$ cat config.mk
export PLATFORM = sky130hd
export DESIGN_NAME = octo_engine
export DESIGN_NICKNAME = d
export VERILOG_FILES = /design/src/rtl/octo_engine.sv
export SDC_FILE = /design/constraint.sdc
export NUM_CORES = 1
export LEC_CHECK = 0
export CORE_ASPECT_RATIO = 1.75
export CORE_MARGIN = 10
export CORE_UTILIZATION = 29
export CTS_BUF_LIST = sky130_fd_sc_hd__clkbuf_16
export CTS_CLUSTER_SIZE = 25
export DETAILED_ROUTE_END_ITERATION = 7
export DONT_BUFFER_PORTS = 1
export GPL_TIMING_DRIVEN = 0
export PLACE_DENSITY = 0.54
export SKIP_LAST_GASP = 1
export SLEW_MARGIN = 0
export SYNTH_ARGS = -nofsm -noshare
export SYNTH_HDL_FRONTEND = slang
export SYNTH_SLANG_ARGS = --single-unit
$ cat constraint.sdc
create_clock -name Clock -period 12.1 [get_ports Clock]
set_input_delay 2.42 -clock Clock [delete_from_list [all_inputs] [get_ports Clock]]
set_output_delay 2.42 -clock Clock [all_outputs]
set_load 0.03 [all_outputs]
$ cat src/rtl/octo_engine.sv
// Octopus diver game engine: frame timing, tentacle animation, diver movement,
// scoring with progressive speed-up, deaths and the game-state machine.
module octo_engine #(
  parameter int NPOS         = 5,
  parameter int TMAX         = 4,
  parameter int TPERF        = 6250000,
  parameter int TDEC         = 250000,
  parameter int TMIN         = 2500000,
  parameter int SPEED_STEP   = 10,
  parameter int MAXLIVES     = 3,
  parameter int DEATH_FRAMES = 4
) (
  input  logic                Clock,
  input  logic                Reset,
  input  logic                Enable,
  input  logic                Up,
  input  logic                Down,
  input  logic                Esc,
  input  logic                Enter,
  output logic [2:0]          Position,
  output logic                Treas,
  output logic [3*NPOS-1:0]   Tent,
  output logic                Corpse,
  output logic [2:0]          State,
  output logic [9:0]          Score,
  output logic [1:0]          Lives,
  output logic                Quit
);

  localparam int TW = $clog2(TPERF + 1);
  localparam int FW = $clog2(2 * NPOS);
  localparam int DW = $clog2(DEATH_FRAMES + 1);

  localparam logic [TW-1:0] PER_INIT   = TW'(TPERF);
  localparam logic [TW-1:0] PER_DEC    = TW'(TDEC);
  localparam logic [TW-1:0] PER_MIN    = TW'(TMIN);
  localparam logic [2:0]    POS_MAX    = 3'(NPOS);
  localparam logic [2:0]    TENT_MAX   = 3'(TMAX);
  localparam logic [9:0]    SCORE_MAX  = 10'd999;
  localparam logic [9:0]    STEP       = 10'(SPEED_STEP);
  localparam logic [1:0]    LIVES_MAX  = 2'(MAXLIVES);
  localparam logic [DW-1:0] DIE_LAST   = DW'(DEATH_FRAMES);
  localparam logic [FW-1:0] FRAME_LAST = FW'(2 * NPOS - 1);

  typedef enum logic [2:0] {IDLE = 3'd0, PLAY = 3'd1, PAUSE = 3'd2, DYING = 3'd3, OVER = 3'd4} state_t;
  typedef enum logic [1:0] {MV_NONE = 2'd0, MV_UP = 2'd1, MV_DOWN = 2'd2} move_t;

  state_t             st, stNext, stFrame;
  move_t              req, reqNext;
  logic [TW-1:0]      tick, tickNext, period, periodNext;
  logic [FW-1:0]      frame, frameNext;
  logic [DW-1:0]      dieCnt, dieNext;
  logic [2:0]         pos, posNext, lane;
  logic               treas, treasNext, quit, quitNext;
  logic [3*NPOS-1:0]  tent, tentNext;
  logic [NPOS-1:0]    ext, extNext;
  logic [9:0]         score, scoreNext;
  logic [1:0]         lives, livesNext;
  logic               running, frameEv, caught;

  function automatic logic [9:0] satInc(input logic [9:0] v);
    return (v == SCORE_MAX) ? v : v + 10'd1;
  endfunction

  function automatic logic [TW-1:0] speedUp(input logic [TW-1:0] p);
    return (p >= PER_MIN + PER_DEC) ? p - PER_DEC : PER_MIN;
  endfunction

  always_comb begin
    stNext = st;  reqNext = req;  tickNext = tick;  periodNext = period;
    frameNext = frame;  dieNext = dieCnt;  posNext = pos;  treasNext = treas;
    quitNext = quit;  tentNext = tent;  extNext = ext;  scoreNext = score;
    livesNext = lives;  lane = '0;  caught = 1'b0;  stFrame = st;
    running = (st == PLAY) || (st == DYING);
    frameEv = running && (tick == period - TW'(1));
    if (running) tickNext = frameEv ? '0 : tick + TW'(1);

    // frame processing completes before any button acts on the state
    if (frameEv) begin
      frameNext = (frame == FRAME_LAST) ? '0 : frame + FW'(1);
      if (st == PLAY) begin
        reqNext = MV_NONE;
        if (req == MV_UP && pos != 3'd0) posNext = pos - 3'd1;
        else if (req == MV_DOWN && pos != POS_MAX) posNext = pos + 3'd1;
        if (posNext == POS_MAX) treasNext = 1'b1;
        else if (posNext == 3'd0 && treas) begin
          treasNext = 1'b0;
          scoreNext = satInc(score);
          if (scoreNext != score && (scoreNext % STEP) == 10'd0) periodNext = speedUp(period);
        end
        for (int k = 0; k < NPOS; k++) begin
          if (frameNext == FW'(2 * k)) begin
            lane = tent[3*k +: 3];
            if (ext[k]) begin
              tentNext[3*k +: 3] = lane + 3'd1;
              if (lane + 3'd1 == TENT_MAX) extNext[k] = 1'b0;
            end else begin
              tentNext[3*k +: 3] = lane - 3'd1;
              if (lane == 3'd1) extNext[k] = 1'b1;
            end
          end
          if (posNext == 3'(k + 1) && tentNext[3*k +: 3] == TENT_MAX) caught = 1'b1;
        end
        if (caught) begin
          posNext = 3'd0;
          treasNext = 1'b0;
          if (lives != LIVES_MAX) livesNext = lives + 2'd1;
          stFrame = DYING;
        end
      end else begin
        // tentacles stay frozen while the corpse is shown
        dieNext = dieCnt + DW'(1);
        if (dieNext == DIE_LAST) begin
          dieNext = '0;
          stFrame = (lives == LIVES_MAX) ? OVER : PAUSE;
        end
      end
    end

    stNext = stFrame;
    case (stFrame)
      IDLE, PAUSE: begin
        if (Esc) quitNext = 1'b1;
        else if (Enter) stNext = PLAY;
      end
      PLAY: begin
        if (Up ^ Down) reqNext = Up ? MV_UP : MV_DOWN;
        if (Esc) stNext = PAUSE;
      end
      OVER: if (Esc || Enter) quitNext = 1'b1;
      default: ;
    endcase
  end

  always_ff @(posedge Clock) begin
    if (Reset || !Enable) begin
      st <= IDLE;  req <= MV_NONE;  tick <= '0;  period <= PER_INIT;
      frame <= FW'(1);  dieCnt <= '0;  pos <= 3'd0;  treas <= 1'b0;
      quit <= 1'b0;  tent <= '0;  ext <= '1;  score <= 10'd0;  lives <= 2'd0;
    end else begin
      st <= stNext;  req <= reqNext;  tick <= tickNext;  period <= periodNext;
      frame <= frameNext;  dieCnt <= dieNext;  pos <= posNext;  treas <= treasNext;
      quit <= quitNext;  tent <= tentNext;  ext <= extNext;  score <= scoreNext;
      lives <= livesNext;
    end
  end

  assign Position = pos;
  assign Treas    = treas;
  assign Tent     = tent;
  assign Corpse   = (st == DYING);
  assign State    = st;
  assign Score    = score;
  assign Lives    = lives;
  assign Quit     = quit;

endmodule
======== Word-level counts from Yosys, hierarchy flattened ========
Index checks and enable logic that the tools add are counted.
cells by class
  $add $sub $neg .......................... 19
  divide/modulo/power cells ............... 1
  $lt $le $gt $ge ......................... 1
  eq/ne operators ......................... 41
  multiplexer cells ....................... 72
  bitwise gates (word level) .............. 3
  reductions and logical operators ........ 34
operator list
  cell                                                    count
  2-to-1 mux 3 bit                                        34
  2-to-1 mux 23 bit                                       2
  equality test 3 bit (second input constant)             14
  2-to-1 mux 1 bit                                        27
  equality test 3 x 1 -> 1 bit (second input constant)    8
  adder 23 x 1 -> 23 bit (second input constant)          1
  equality test 23 bit                                    1
  >= comparator 23 x 22 -> 1 bit (second input constant)  1
  subtractor 23 x 1 -> 23 bit (second input constant)     1
  subtractor 23 x 18 -> 23 bit (second input constant)    1
  adder 3 x 1 -> 3 bit (second input constant)            7
  AND reduction 3 bit                                     7
  subtractor 3 x 1 -> 3 bit (second input constant)       6
  equality test 3 x 2 -> 1 bit (second input constant)    4
  adder 10 x 1 -> 10 bit (second input constant)          1
  equality test 10 bit (second input constant)            1
  logical AND 1 bit                                       10
  zero test 10 bit                                        1
  modulo 10 x 4 -> 10 bit (second input constant)         1
  2-to-1 mux 10 bit                                       1
  2-to-1 mux 2 bit                                        5
  != test 10 bit                                          1
  equality test 4 x 3 -> 1 bit (second input constant)    2
  equality test 4 bit (second input constant)             2
  22 further kinds                                        32
word-level totals
  register bits ........................... 95
  input port bits ......................... 7
  output and inout port bits .............. 36
  word-level logic and storage cells ...... 188

======== Depth between registers and ports, before layout ========
  depth after elaboration ................. 22
  depth in mapped cells ................... 20
  gate-level depth less buffers ........... 17

======== Worst setup path before layout ========
No wires, ideal clock.
  kind .................................... register to register
  start point ............................. reg score[0] (netlist: Score[0])
  end point ............................... reg period[17]
  library setup time ...................... 114 ps
  data arrival time ....................... 4541 ps
  data required time ...................... 11986 ps
  path slack .............................. 7445 ps
  stages on the path, launching flop included .. 21
  path buffers ............................ 3
  period minus slack after synthesis ...... 4655 ps
  cells stage by stage .................... dfxtp_1 ha_1 buf_4 nand3_2 or4_4 and2_1 buf_6 or3_1 a21oi_2 nor2_1 and3_1 a21oi_1 ha_1 xnor2_1 o22ai_1 o2111ai_1 nor4b_4 o2111ai_1 buf_2 or3_1 a21o_1
on the way
  word-level cells in the longest chain between the ends .. 6
  elaborated cells between the ends (all ways) .. 8
  those cells by class .................... add/sub: 1; div: 1; eq/ne: 2; mux: 1; reduce/logical: 3
ends and longest elaborated chain
  item                                                                   line  RTL
  from (decl)                                                            57    logic [9:0] score, scoreNext;
  from (signal assigned)                                                 143   quit <= quitNext; tent <= tentNext; ext <= extNext; score <= scoreNext;
  adder 10 x 1 -> 10 bit / equality test 10 bit (equally long branches)  62    return (v == SCORE_MAX) ? v : v + 10'd1;
  2-to-1 mux 10 bit                                                      62
  modulo 10 x 4 -> 10 bit                                                89    if (scoreNext != score && (scoreNext % STEP) == 10'd0) periodNext = speedUp(period);
  zero test 10 bit                                                       89
  logical AND 1 bit *                                                    89
  AND reduction 5 bit (no source line) *                                 n/a
  to (signal assigned)                                                   141   st <= stNext; req <= reqNext; tick <= tickNext; period <= periodNext;
  to (decl)                                                              50    logic [TW-1:0] tick, tickNext, period, periodNext;
Mark *: on every way between the ends. The rest lies on a longest branch, timed or not.
A chain may end at the register's enable or synchronous reset.

======== Final worst setup path ========
  start point ............................. reg score[0] (netlist: Score[0])
  end point ............................... reg period[13]
Same word-level chain as after synthesis.

==> reports/summary.txt <==
Hold WS: 0.483 ns
ys flop type: dfxtp_1
#FFs+latches synth: 91
sequential area share after synthesis: 25.7%
final instance area: 7790 um^2
Initial Util: 29.5%
router iterations before antenna repair: 7
Final period util: 45.1%
First DRT Iteration DRCs: 426
final cell count without fillers: 1,240
ANT cells: 0
Setup Skew: 0.00874 ns
Reg-to-Reg End: period[13]$_SDFFE_PP0P_
max frequency: 183 MHz
Antenna Nets Post-Route: 0
Worst-Skew Late Latency: 0.37 ns
EDFF count, synth: 0
Yosys top cell by area: dfxtp_1
Via Count: 6,726
Hold/Removal Path Class: reg -> reg
Row Count: 75
first-pass GRT wire length: 34,200 um
Worst setup EP type: flip-flop
Synth Warn #: 0
max-cap violation count: 0
Reg power frac: 47.9%
Worst VDD drop: 71.8 uV
total core area: 24,000 um^2
DP Area: 7470 um^2
worst reg2reg startpoint: Score[0]$_SDFFE_PP0P_
crit path max fanout: 10
clock buffer count from CTS: 9
PD cells: 80.5 nW/um^2
number of global-route vias before repair: 6,736
cell count of the worst reg-to-reg path: 19
RD Place Congestion: 0.907
crit path cell chain: ha_1 > buf_4 > and3_1 > clkbuf_1 > xnor2_1 > nor2_1 > nand4b_1 > o221ai_1 > a21oi_1 > o21ai_0 > a21oi_1 > ha_1 > xnor2_1 > o22ai_1 > o2111ai_1 > nor4b_4 > o2111a_1 > nand2_2 > o221a_2
hold path start: tick[1]$_SDFFE_PP0P_
# hold bufs at CTS: 0
Clock Pin Slew Worst Setup and Hold Paths: 0.07 ns
CP max stage delay: 0.62 ns
worst setup path class: reg -> reg
H-tree depth: 3
Setup Buffers After CTS: 0
top cell type's share of synthesized area: 25.7%
Worst setup SP type: flip-flop
final setup violation count: 0
Die W: 138 um
Final Hold Fails: 0
slew of the pin with the lowest slew margin: 0.838 ns
clk sinks: 91
critical path's slowest cell: xnor2_1
Net Sw Frac: 22.9%
Critical Path Sink: period[13]$_SDFFE_PP0P_
Global Route Usage Sum: 13.3%
Avg WL per Cell: 17.0 um
Buffers on Ports: 0
combinational power share: 1.7%
worst path bufs/invs: 2
Routed WL: 21,100 um
Post-Place Cells: 1,224
initial antenna violation count: 0
Die ar.: 31,300 um^2
Critical Path AT: 5.72 ns
post-synthesis to final-layout area growth: 9.92%
share of layout cells above drive strength 1: 6.55%
CTS tree: built
RSZ-0062 raised after global routing: false
Setup TNS Final: 0 ns
chip height: 227 um
root buf cell: clkbuf_16
# DRC: 0
commonest cells after routing, fill and taps aside: 120 x nor2_1, 91 x dfxtp_1, 79 x nand2_1
hold depth: 2
reg2reg setup slack: 6.65 ns
crit path time final: 5.45 ns
GRT overflow: 0
relative slew slack: 43.4%
CP startpoint: Score[0]$_SDFFE_PP0P_
sw power: 0.000144 W
commonest non-fill, non-tap cell in the layout: nor2_1
Gates resized, CTS repair: 0
synthesized area: 7090 um^2
synth top area cells: dfxtp_1 26%, nor2_1 6.4%, xnor2_1 6.3%, ha_1 6.0%, nand2_1 4.2%
critical path's top delay family: compound AO/OA/AOI/OAI gates
final core utilization: 32.4%
Int Pwr: 0.000483 W
largest net degree at the start of global routing: 16
Max Root-Sink Buffers: 2
post-synthesis cell type count: 84
status: finished clean
WP depth: 19
Post-Syn Instances: 916
I/O Pins: 43
fraction of registers with async set/reset: 0%
WP data required: 12.36 ns
Syn Area/Cell: 7.74 um^2
clock share of power: 50.4%
Via density: 5.42
fin nets: 968
max-slew violation count: 0
Leakage: 2.60 nW
syn_nets: 957
dpl hpwl: 16,200 um
## Yosys cell counts, types with 15 or more instances
cell	instances
o211ai_1	19
mux2i_1	16
nor2_1	120
nand4_1	16
o21ai_0	43
nand2_1	79
nor3_1	15
a31oi_1	15
dfxtp_1	91
a21oi_1	45
ha_1	34
clkbuf_1	34
inv_1	39
xor2_1	32
nand3_1	40
xnor2_1	51
## metrics by stage
| step | setup WS [ns] | total power, W |
|---|---|---|
| 2_1_floorplan | 7.45 | 0.000314 |
| 3_3_place_gp | 6.68 | 0.000319 |
| 3_5_place_dp | 6.68 | 0.000319 |
| 4_1_cts | 6.67 | 0.000638 |
| 5_1_grt | 6.17 | 0.000646 |
| 6_report | 6.65 | 0.000627 |
## power by group through the flow
stage	sequential, W	combinational, W	clock (W)
final	0.000301	0.0000107	0.000316
after global routing	0.000301	0.0000118	0.000334
after CTS	0.000301	0.0000110	0.000326
after detailed placement	0.000308	0.0000110	0
after global placement	0.000308	0.0000110	0
after floorplan	0.000307	0.00000675	0
## cells by family (layout without fill, tap and decap cells)
| logic type | Yosys count | count (layout) | synth area share, % |
|---|---|---|---|
| AO/OA/AOI/OAI | 203 | 203 | 19.2 |
| XOR/XNOR | 84 | 84 | 10.6 |
| adder cells (fa/ha/maj) | 34 | 34 | 6.00 |
| buffers and inverters | 88 | 104 | 5.24 |
| flip-flops | 91 | 91 | 25.7 |
| multiplexers | 21 | 21 | 3.21 |
| AND/OR/NAND/NOR | 395 | 395 | 29.9 |
## sequential cells by signal, summed over array words and instances, names as in the netlist
register and flops:
State 3, frame 4, Position 3, period 19
ext 5, req 2, Treas 1, tick 23
dieCnt 3, Quit 1, Tent 15, Score 10
Lives 2
## worst min path at each step
stage                                       to  slack (ns)
after CTS                 tick[1]$_SDFFE_PP0P_        0.48
final                     tick[1]$_SDFFE_PP0P_        0.48
after global routing      tick[1]$_SDFFE_PP0P_        0.51
after global placement    tick[1]$_SDFFE_PP0P_        0.47
after detailed placement  tick[1]$_SDFFE_PP0P_        0.47
after floorplan           tick[1]$_SDFFE_PP0P_        0.45
## metal layers
metal | global-route usage [%] | up-vias | part of all wire [%]
li1 | - | 3310 | -
met1 | 12.1 | 3211 | 36
met2 | 26.0 | 154 | 55
met3 | 2.76 | 51 | 4.5
met4 | 8.43 | 0 | 4.4
met5 | 0 | - | 0
## area by class of cell
| class | count | area [um^2] |
|---|---|---|
| clock buffers | 9 | 225 |
| clock inverters | 7 | 92.6 |
| inverters | 39 | 146 |
| multi-input cells | 737 | 4890 |
| well taps | 308 | 385 |
| flip-flops and latches | 91 | 1820 |
| plain buffers | 49 | 225 |
| fillers | 2635 | 16200 |
## tightest hold or removal path: cells and delay by family (launching register included)
| kind | cells | cell delay (ns) |
|---|---|---|
| DFF | 1 | 0.33 |
| AOI/OAI and AO/OA | 1 | 0.05 |
| and+or+nand+nor | 1 | 0.06 |
Power figures use the tool's default switching activity.
